### config.mk
export PLATFORM = sky130hd
export DESIGN_NAME = branch_redirect_pc
export DESIGN_NICKNAME = d
export VERILOG_FILES = /design/src/rtl/branch_redirect_pc.sv
export SDC_FILE = /design/constraint.sdc
export NUM_CORES = 1
export LEC_CHECK = 0
export ABC_AREA = 1
export CORE_ASPECT_RATIO = 0.9
export CORE_MARGIN = 2
export CORE_UTILIZATION = 40
export CTS_CLUSTER_SIZE = 25
export DETAILED_ROUTE_END_ITERATION = 8
export PLACE_DENSITY = 0.66
export SLEW_MARGIN = 10
export SYNTH_ARGS = -nofsm -noshare
export SYNTH_HDL_FRONTEND = slang
export SYNTH_SLANG_ARGS = --single-unit
### constraint.sdc
create_clock -name clk -period 2.4 [get_ports clk]
set_clock_uncertainty 0.05 [all_clocks]
set_input_delay 0.48 -clock clk [delete_from_list [all_inputs] [get_ports clk]]
set_output_delay 0.48 -clock clk [all_outputs]
set_load 0.01 [all_outputs]
### src/rtl/branch_redirect_pc.sv
// Fetch PC unit: sequential fetch, taken-branch redirect with timed flush, halt on misaligned target.
// Latency: one cycle from a resolved branch to the redirected pc, the flush and the ack pulse.
// Backpressure: stall holds pc and the flush countdown; a taken redirect overrides stall; HALT exits only on reset.
module branch_redirect_pc #(
    parameter int              PC_W         = 8,
    parameter logic [PC_W-1:0] RESET_PC     = '0,
    parameter int              PC_STEP      = 4,
    parameter int              FLUSH_CYCLES = 2
) (
    input  logic            clk,
    input  logic            reset,
    input  logic            stall,
    input  logic            br_valid,
    input  logic            br_taken,
    input  logic [PC_W-1:0] br_target,
    output logic [PC_W-1:0] pc,
    output logic            pc_valid,
    output logic            flush,
    output logic            redirect_ack,
    output logic            misalign_err,
    output logic            halted,
    output logic [15:0]     redirect_count
);

    typedef enum logic [1:0] {RUN, FLUSH, HALT} state_t;

    localparam logic [PC_W-1:0] STEP       = PC_W'(PC_STEP);
    localparam logic [2:0]      FLUSH_INIT = 3'(FLUSH_CYCLES);

    state_t     state;
    logic [2:0] flush_cnt;
    logic       take_redirect;
    logic       take_misalign;

    assign take_redirect = br_valid && br_taken && (br_target[1:0] == 2'b00);
    assign take_misalign = br_valid && br_taken && (br_target[1:0] != 2'b00);

    always_ff @(posedge clk) begin
        if (reset) begin
            state          <= RUN;
            flush_cnt      <= '0;
            pc             <= RESET_PC;
            pc_valid       <= 1'b0;
            flush          <= 1'b0;
            redirect_ack   <= 1'b0;
            misalign_err   <= 1'b0;
            halted         <= 1'b0;
            redirect_count <= '0;
        end else begin
            redirect_ack <= br_valid && (state != HALT);
            if (state != HALT) begin
                if (take_redirect) begin
                    pc        <= br_target;
                    pc_valid  <= 1'b1;
                    state     <= FLUSH;
                    flush_cnt <= FLUSH_INIT;
                    flush     <= 1'b1;
                    if (redirect_count != 16'hFFFF)
                        redirect_count <= redirect_count + 16'd1;
                end else if (take_misalign) begin
                    // pc is frozen at its last value for post-mortem inspection
                    state        <= HALT;
                    pc_valid     <= 1'b0;
                    flush        <= 1'b1;
                    halted       <= 1'b1;
                    misalign_err <= 1'b1;
                end else if (!pc_valid) begin
                    // first edge out of reset only qualifies pc; no advance yet
                    pc_valid <= 1'b1;
                end else if (!stall) begin
                    pc <= pc + STEP;
                    if (state == FLUSH) begin
                        if (flush_cnt <= 3'd1) begin
                            state     <= RUN;
                            flush_cnt <= '0;
                            flush     <= 1'b0;
                        end else begin
                            flush_cnt <= flush_cnt - 3'd1;
                        end
                    end
                end
            end
        end
    end

endmodule

After elaboration in Yosys (flattened, before gate mapping)
Index checks and enable logic that the tools add are counted.
{ "totals": {"regBits": 33, "latch_bits": 0, "ramBits": 0, "mem_bits_ro": 0, "input_bits": 13, "out_inout_bits": 29, "memories": 0} }
{ "classes": {"n_addsub": 3, "multipliers": 0, "div_mod_pow": 0, "magnitude_cmp": 1, "eq_ne": 6, "shift": 0, "n_mux": 24, "n_bitwise": 1, "reduce_logical": 16} }
{ "ops": {"columns": ["operator", "count"], "rows": [
  ["8-bit two-way mux", 4],
  ["3-bit two-way mux", 6],
  ["16-bit by 1-bit adder with 16-bit output (second input constant)", 1],
  ["16-bit != test (second input constant)", 1],
  ["2-bit two-way mux", 6],
  ["5-bit AND reduction", 2],
  ["3-bit nonzero test", 3],
  ["8-bit by 3-bit adder with 8-bit output (second input constant)", 1],
  ["1-bit two-way mux", 8],
  ["3-bit AND reduction", 2],
  ["2-bit nonzero test", 3],
  ["1-bit logical AND", 4],
  ["2-bit != test (second input constant)", 2],
  ["4-bit AND reduction", 1],
  ["3-bit by 1-bit less-or-equal comparator with 1-bit output (second input constant)", 1],
  ["3-bit by 1-bit != test with 1-bit output (second input constant)", 1],
  ["3-bit by 1-bit subtractor with 3-bit output (second input constant)", 1],
  ["2-bit by 1-bit == test with 1-bit output (second input constant)", 1],
  ["2-bit logical NOT", 1],
  ["2-bit by 1-bit != test with 1-bit output (second input constant)", 1],
  ["1-bit inverter", 1]
]} }

Logic depth before layout (Yosys ltp)
{ "logic_depth": {"word_depth": 7, "mapped_depth": 10, "depth_no_buf": 10} }

Least setup slack after synthesis
OpenSTA, ideal clock, no wires.
{ "synth_timing": {"path_type": "flip-flop to flip-flop", "start": "reg redirect_count[0]", "end": "reg redirect_count[1]", "arrival_time_ns": 1.503, "required_time_ns": 2.234, "path_slack_ns": 0.731, "stages_incl_launch_ff": 10, "path_cell_list": "dfxtp_1 ha_1 nand3_2 clkinv_1 nand2_2 o21ai_4 inv_2 buf_6 nor2_1 nor2_1"} }
{ "synth_between": {"elab_chain_len": 2, "word_cells_on_any_way": 3, "classes_between": "add/sub: 1; eq/ne: 1; reduce/logical: 1"} }
{ "synth_rtl": {"columns": ["element", "line_no", "source"], "rows": [
  ["start: declaration", "22", "output logic [15:0] redirect_count"],
  ["start signal: assignment", "59", "redirect_count <= redirect_count + 16'd1;"],
  ["parallel branches: the longest is 2 deep, another holds 16-bit by 1-bit adder with 16-bit output", null, null]
]} }
Parallel ways; which one is timed is not known.
A chain may end at the register's enable or synchronous reset.

Worst setup path after layout
{ "layout_timing": {"start": "reg redirect_count[1]", "end": "reg redirect_count[15]"} }
Same word-level chain as after synthesis.

==> run_results.csv <==
group,metric,value,unit
floorplan,io_pins,42,
run_status,status,"finished, final reports clean",
logic_synthesis,syn_inst,273,
route,vias,1831,
logic_synthesis,syn-num-nets,290,
final_layout,multi_input_area,993,µm²
sta,worst_slew_margin_rel,70.0,%
logic_synthesis,ys.warnings.count,0,
clock_network,cts_setup_buffers,0,
power,power_leakage,0.000912,µW
clock_network,cts_inserted_buffers,5,
grt,grt_pass1_wl,7.02,mm
critical_path,critPathArrivalTime,2.10,ns
power,total_power,1340,µW
clock_network,cts.sinks,33,
sta,postLayoutSetupSlackWorst,0.409,ns
route,ant_nets,0,
logic_synthesis,synth.largest_area_cell,"dfxtp_1",
final_layout,fillerInstances,445,
flow_run,max-cap-violations,0,
place,dp_hpwl,3.13,mm
sta,tns,0,ns
place,place_ws,0.190,ns
floorplan,die_w,74.9,µm
clock_network,cts-resized-gates,0,
sta,rsz0062_at_grt,"no",
clock_network,hold_buffers,0,
final_layout,final_cell_mix,"nand2_1, clkdlybuf4s50_1, nor2_1, dfxtp_1, inv_1",
critical_path,end_kind,"register",
logic_synthesis,synth_area_per_cell,6.64,µm²
worst_hold_path,hold_start,"flush$_SDFFE_PP0P_",
floorplan,start_util,41.1,%
critical_path,cp-startpoint,"redirect_count[1]$_SDFFE_PP0P_",
place,io_buffers,41,
critical_path,cp-start-kind,"register",
floorplan,dieArea,5080,µm²
floorplan,row_count,23,
clock_network,clk_pin_slew,0.07,ns
final_layout,final_core_util,54.6,%
place,place_congestion,0.825,
critical_path,rr_startpoint,"redirect_count[1]$_SDFFE_PP0P_",
sta,worst_pin_slew,0.448,ns
logic_synthesis,ys_ff_latch,33,
grt,grt_max_degree,22,
route,drt-vias-per-instance,4.82,
clock_network,clk_latency,0.28,ns
floorplan,die_h,67.8,µm
grt,antenna_found_initial,0,
clock_network,cts_tree,"built",
critical_path,required,2.51,ns
critical_path,path_class,"reg -> reg",
final_layout,ff_latch_area,661,µm²
final_layout,drive_gt1_share,7.55,%
sta,finalHoldViolCount,0,
sta,min_period,1.99,ns
route,wire_per_inst,11.5,µm
clock_network,htree_levels,2,
grt,grt_pass1_vias,1503,
critical_path,crit_path_max_fanout,15,
sta,fmax,0.502,GHz
route,drt-total-wl,4.36,mm
clock_network,clock_path_buffers,2,
worst_hold_path,hp-class,"reg -> reg",
logic_synthesis,ys_types,25,
logic_synthesis,ys_top_cells_by_area,"dfxtp_1, nand2_1, nor2_1",
final_layout,syn2layout_area_growth,32.7,%
sta,slew_viol_final,0,
sta,period_share,83.0,%
final_layout,n_antenna_cell,0,
final_layout,layout_commonest_cell,"nand2_1",
logic_synthesis,syn_area,1810,µm²
final_layout,layout.nets,334,
route,firstDrtPassIters,4,
grt,grt.overflow.total,0,
sta,setup_viol,0,
route,drc_errors,0,
place,placed_area,2270,µm²
power,vdd_drop_max,0.322,mV
floorplan,core,4400,µm²
grt,groute.usage.overall,18.2,%
logic_synthesis,synth_top_area_share,36.5,%
logic_synthesis,seq_area_frac_synth,36.5,%
clock_network,clock_tree.root_cell,"clkbuf_8",
power,p_per_area,556,nW/µm²
final_layout,final_area,2400,µm²
route,drtIter0Drc,148,
## cells by family (layout without fill, tap and decap cells)
| group | count (synthesis) | after routing | share of synthesized area (%) |
|---|---|---|---|
| flip-flops | 33 | 33 | 36.5 |
| AO/OA/AOI/OAI | 40 | 40 | 12.8 |
| XOR/XNOR | 6 | 6 | 2.90 |
| adder cells (fa/ha/maj) | 4 | 4 | 2.76 |
| buffers and inverters | 35 | 80 | 8.70 |
| AND/OR/NAND/NOR | 155 | 155 | 36.4 |
## registers in the layout, summed over array words and instances, names as in the netlist
register,count
redirect_ack,1
flush,1
pc,8
pc_valid,1
state,2
redirect_count,16
flush_cnt,3
halted,1
## path summary, 6_finish.rpt
path | endpoint | cells past startpoint | slack [ns]
max | redirect_count[15]$_SDFFE_PP0P_ | 8 | 0.41
min | flush$_SDFFE_PP0P_ | 2 | 0.42
max reg2reg | redirect_count[15]$_SDFFE_PP0P_ | 8 | 0.41
min reg2reg | flush$_SDFFE_PP0P_ | 2 | 0.42
## where the power goes
part           total (µW)  switching, µW  internal (µW)
combinational         134           69.6           64.0
sequential            576           12.8            563
clock                 627            214            413
total                1340            296           1040
## through the flow
| stage | hold WS, ns | cells |
|---|---|---|
| 3_3_place_gp | 0.402 | 372 |
| 4_1_cts | 0.424 | 380 |
| 2_1_floorplan | 0.402 | 273 |
| 5_1_grt | 0.446 | 380 |
| 6_report | 0.422 | 380 |
| 3_5_place_dp | 0.409 | 372 |
## layer usage
metal,GRT usage [%],share of wire (%),vias to the layer above
met2,25.9,41,43
met4,4.24,0.66,0
met3,5.74,4.8,4
met5,0,0,-
met1,26.7,53,820
li1,-,-,964
## worst max-delay path, stage by stage (launching register included)
cell      delay (ns)
dfxtp_1         0.41
ha_1            0.28
nand3_2         0.15
clkinv_1        0.10
nand2_2         0.06
o21ai_4         0.40
inv_2           0.22
nand2_1         0.11
a21oi_1         0.07
## synth_stat cells, drive strengths merged
library cell,instances
a211oi,1
a21oi,23
buf,4
clkbuf,3
clkinv,1
dfxtp,33
ha,4
inv,27
nand2,87
nand3,20
nand4,8
nor2,39
o211a,2
o211ai,3
o21ai,11
or2,1
xnor2,3
xor2,3
## cell type report
| type | count | share of cell area (%) |
|---|---|---|
| Multi-Input combinational cell | 205 | 41.3 |
| Timing Repair Buffer | 44 | 18.0 |
| Tap cell | 62 | 3.23 |
| Clock inverter | 3 | 2.71 |
| Sequential cell | 33 | 27.5 |
| Inverter | 28 | 4.37 |
| Clock buffer | 5 | 2.86 |
Power figures use the tool's default switching activity.
